<file path="src/rtl/seven_seg_mux_ctrl.sv">
// Time-multiplexed N-digit hex seven-segment driver with frame-synchronous digit
// updates and an anti-ghost blanking interval at the start of every digit slot.
module seven_seg_mux_ctrl #(
  parameter int NUM_DIGITS   = 2,
  parameter int REFRESH_DIV  = 24000,
  parameter int BLANK_CYCLES = 200,
  parameter bit ACTIVE_LOW   = 1'b1
) (
  input  logic                    clk,
  input  logic                    reset,
  input  logic [4*NUM_DIGITS-1:0] digits_in,
  input  logic                    load,
  input  logic [NUM_DIGITS-1:0]   digit_en,
  output logic [6:0]              seg,
  output logic [NUM_DIGITS-1:0]   an,
  output logic                    frame_done
);

  localparam int CNT_W = (REFRESH_DIV > 1) ? $clog2(REFRESH_DIV) : 1;
  localparam int IDX_W = (NUM_DIGITS > 1) ? $clog2(NUM_DIGITS) : 1;
  localparam logic [CNT_W-1:0] CNT_LAST  = CNT_W'(REFRESH_DIV - 1);
  localparam logic [CNT_W-1:0] BLANK_END = CNT_W'(BLANK_CYCLES);
  localparam logic [IDX_W-1:0] IDX_LAST  = IDX_W'(NUM_DIGITS - 1);

  typedef enum logic {
    PH_BLANK,
    PH_DRIVE
  } phase_t;

  logic [CNT_W-1:0]        cnt;
  logic [IDX_W-1:0]        idx;
  logic [4*NUM_DIGITS-1:0] pending;
  logic [4*NUM_DIGITS-1:0] shadow;
  phase_t                  phase;
  logic                    slot_end;
  logic                    frame_end;
  logic [3:0]              nibble;
  logic                    cur_en;
  logic [NUM_DIGITS-1:0]   sel;
  logic [6:0]              seg_on;
  logic [NUM_DIGITS-1:0]   an_on;

  // Segment patterns {g,f,e,d,c,b,a} in the board's native active-low form.
  function automatic logic [6:0] decode_low(input logic [3:0] d);
    logic [6:0] p;
    case (d)
      4'h0: p = 7'b1000000;
      4'h1: p = 7'b1111001;
      4'h2: p = 7'b0100100;
      4'h3: p = 7'b0110000;
      4'h4: p = 7'b0011001;
      4'h5: p = 7'b0010010;
      4'h6: p = 7'b0000010;
      4'h7: p = 7'b1111000;
      4'h8: p = 7'b0000000;
      4'h9: p = 7'b0010000;
      4'hA: p = 7'b0001000;
      4'hB: p = 7'b0000011;
      4'hC: p = 7'b1000110;
      4'hD: p = 7'b0100001;
      4'hE: p = 7'b0000110;
      default: p = 7'b0001110;
    endcase
    return p;
  endfunction

  always_comb begin
    slot_end  = (cnt == CNT_LAST);
    frame_end = slot_end && (idx == IDX_LAST);
    phase     = (cnt < BLANK_END) ? PH_BLANK : PH_DRIVE;
    nibble    = 4'h0;
    cur_en    = 1'b0;
    sel       = '0;
    for (int k = 0; k < NUM_DIGITS; k++) begin
      if (idx == IDX_W'(k)) begin
        nibble = shadow[4*k +: 4];
        cur_en = digit_en[k];
        sel[k] = 1'b1;
      end
    end
    // Polarity-neutral "lit" vectors; a disabled digit stays dark but keeps its slot.
    seg_on = '0;
    an_on  = '0;
    if (phase == PH_DRIVE && cur_en) begin
      seg_on = ~decode_low(nibble);
      an_on  = sel;
    end
  end

  always_ff @(posedge clk) begin
    if (reset) begin
      cnt        <= '0;
      idx        <= '0;
      pending    <= '0;
      shadow     <= '0;
      seg        <= {7{ACTIVE_LOW}};
      an         <= {NUM_DIGITS{ACTIVE_LOW}};
      frame_done <= 1'b0;
    end else begin
      if (slot_end) begin
        cnt <= '0;
        idx <= (idx == IDX_LAST) ? '0 : idx + 1'b1;
      end else begin
        cnt <= cnt + 1'b1;
      end
      if (load) pending <= digits_in;
      // Shadow only moves at the frame boundary so a frame never tears.
      if (frame_end) shadow <= load ? digits_in : pending;
      seg        <= ACTIVE_LOW ? ~seg_on : seg_on;
      an         <= ACTIVE_LOW ? ~an_on : an_on;
      frame_done <= frame_end;
    end
  end

endmodule

</file>
<file path="config.mk">
export PLATFORM = sky130hd
export DESIGN_NAME = seven_seg_mux_ctrl
export DESIGN_NICKNAME = d
export VERILOG_FILES = /design/src/rtl/seven_seg_mux_ctrl.sv
export SDC_FILE = /design/constraint.sdc
export NUM_CORES = 1
export LEC_CHECK = 0
export ABC_AREA = 1
export CAP_MARGIN = 20
export CORE_MARGIN = 5
export CORE_UTILIZATION = 30
export DETAILED_ROUTE_END_ITERATION = 8
export GPL_ROUTABILITY_DRIVEN = 1
export SETUP_SLACK_MARGIN = 0.1
export SLEW_MARGIN = 20
export SYNTH_ARGS = -nofsm -noshare
export SYNTH_HDL_FRONTEND = slang
export SYNTH_SLANG_ARGS = --single-unit
</file>
<file path="constraint.sdc">
create_clock -name clk -period 1.68 [get_ports clk]
set_input_delay 0.336 -clock clk [delete_from_list [all_inputs] [get_ports clk]]
set_output_delay 0.336 -clock clk [all_outputs]
set_load 0.05 [all_outputs]
</file>
==> flow_metrics.tcl <==
set metrics [dict create \
    synth-xor-area-share 0.0254 \
    cts_max_level 2 \
    worst_slack_ns 0.226 \
    async_flop_share 0 \
    hold_viol_final 0 \
    powerDensity_mw_per_mm2 720 \
    cts_num_sinks 42 \
    crit_path_start_kind "register" \
    syn_nets 314 \
    max_cap_viol_count 0 \
    netlist_instances 294 \
    holdWs_ns 0.454 \
    grt_pass1_wl_mm 7.19 \
    ys_types 30 \
    postRouteWirelength_mm 4.02 \
    hpwl_mm 3.04 \
    core_mm2 0.00676 \
    postCtsSetupBuffers 0 \
    core.rowCount 30 \
    grt_max_degree 24 \
    synth_edf_count 0 \
    finalSetupViolCount 0 \
    synth_top_family_by_area "simple AND/OR/NAND/NOR gates" \
    total_power_mw 1.81 \
    worstPathRequired_ns 1.87 \
    grt_use_total 0.103 \
    status "finished, final reports clean" \
    avgRoutedWirePerCell_um 9.91 \
    tns_ns 0 \
    clock_skew_ns 0.00621 \
    maxSlewViolCount 0 \
    antenna_found_initial 0 \
    start_util 0.307 \
    die_w_um 93.1 \
    end_kind "register" \
    clock_latency_ns 0.29 \
    min_period_over_period 0.866 \
    drtIter0Drc 92 \
    synth_compound_area_frac 0.0652 \
    criticalPathCategory "reg -> reg" \
    path_clk_slew_ns 0.08 \
    ys_warn_count 0 \
    cts_made_buffers 5 \
    syn_area_per_cell_um2 7.05 \
    period_minus_slack_ns 1.45 \
    dieArea_mm2 0.00867 \
    layout_commonest_cell "nand2_1" \
    grt_overflow_total 0 \
    synth_simple_gate_area_frac 0.354 \
    cts_tree "yes" \
    relSlewSlack 0.780 \
    fmax_ghz 0.688 \
    synth-main-ff-cell "dfxtp_1" \
    clockBufferDepth 2 \
    ir_worst_vdd_v 0.000374 \
    yosys.area_share.adder 0.0423 \
    synth_mux_area_frac 0 \
    pre_cts_slack_ns 0.00780 \
    min_path_type "reg -> reg" \
    drive_gt1_frac 0.153 \
    vias_per_cell 4.31 \
    via_count 1750 \
    root_buffer "clkbuf_8" \
    syn_area_mm2 0.00207 \
    leakage_nw 1.16 \
    gp_congestion 0.779 \
    yosys_register_bits 42 \
    rsz0062_at_grt "false" \
    fin_nets 345 \
    drc_errors 0 \
    syn2layout_area_growth_pct 21.1 \
    ys_seq_area_frac 0.406 \
    io_pins 23 \
    first_pass_iters 4 \
    path_max_fanout 6 \
    fin_util 0.371 \
    die_h_um 93.1 \
    antenna_cells 0 \
    first_global_vias 1620 \
    postRouteAntennaNets 0 \
    tightest_slew_ns 0.330 \
    cp.arrival_ns 1.64 \
    port_buffers 22 \
    layout_common_cells "nand2_1 (88), inv_1 (43), dfxtp_1 (41)" \
]
## timing repair
action | CTS | global route
endpoints found under the setup margin | 1 | 11
resized for setup | 1 | 5
hold buffers | 0 | 0
## worst max-delay path, cell delays in order (launching register included)
cell and delay, ns:
dfxtp_4 0.38, o21ai_4 0.22, inv_1 0.11, ha_1 0.26, o21ai_2 0.17, nor2_1 0.05, nor2_1 0.10, nand2_1 0.05
## where the power goes
group	internal [mW]	switching [mW]
logic	0.0547	0.0541
registers	1.01	0.00672
clock network	0.330	0.351
total	1.39	0.412
## state kept, by name, summed over array words and instances, names as in the netlist
| signal | cells |
|---|---|
| frame_done | 1 |
| an | 2 |
| pending | 8 |
| seg | 7 |
| shadow | 8 |
| idx | 1 |
| cnt | 15 |
## logic make-up after synthesis
logic type,count (synthesis)
simple gates,166
buf+inv,53
flops,42
compound gates,20
fa+ha+maj,7
xor+xnor,6
## worst paths after layout
path / startpoint / endpoint / slack, ns / cells past startpoint
setup / recovery: idx$_SDFFE_PP0N_ / seg[0]$_SDFF_PP1_ / 0.23 / 7
hold reg to reg: cnt[0]$_SDFF_PP0_ / cnt[0]$_SDFF_PP0_ / 0.45 / 1
hold / removal: cnt[0]$_SDFF_PP0_ / cnt[0]$_SDFF_PP0_ / 0.45 / 1
setup reg to reg: idx$_SDFFE_PP0N_ / seg[0]$_SDFF_PP1_ / 0.23 / 7
## metrics by stage
step	std cells	cell area (um2)
after global placement	398	2380
after detailed placement	398	2380
final	406	2510
after floorplan	294	2070
after global routing	406	2510
after CTS	406	2480
## cell type report
cell class	count	area [um2]
Timing Repair Buffer	30	255
Sequential cell	42	845
Inverter	47	176
Fill cell	752	4250
Multi-Input combinational cell	199	1040
Tap cell	80	100
Clock buffer	6	82.6
Clock inverter	2	12.5
## per-layer routing
| layer | global-route usage | share of wire | vias up |
|---|---|---|---|
| met5 | 0 | 0 | - |
| met4 | 0.0366 | 0.016 | 0 |
| met3 | 0.0330 | 0.046 | 6 |
| met2 | 0.152 | 0.40 | 24 |
| met1 | 0.140 | 0.54 | 750 |
| li1 | - | - | 970 |
## synthesized netlist by cell type, types with 3 or more instances
master,n,area [um2]
nand4_1,6,37.5
nor2_2,6,37.5
ha_1,7,87.6
xor2_1,5,43.8
dfxtp_1,42,841
o21ai_2,4,35.0
a21oi_1,7,35.0
nand2_1,88,330
nor2_1,28,105
buf_2,3,15.0
nand3_1,26,130
o21ai_0,4,20.0
inv_1,43,161
inv_2,4,15.0
No activity file was read; power rests on OpenSTA's default activity.
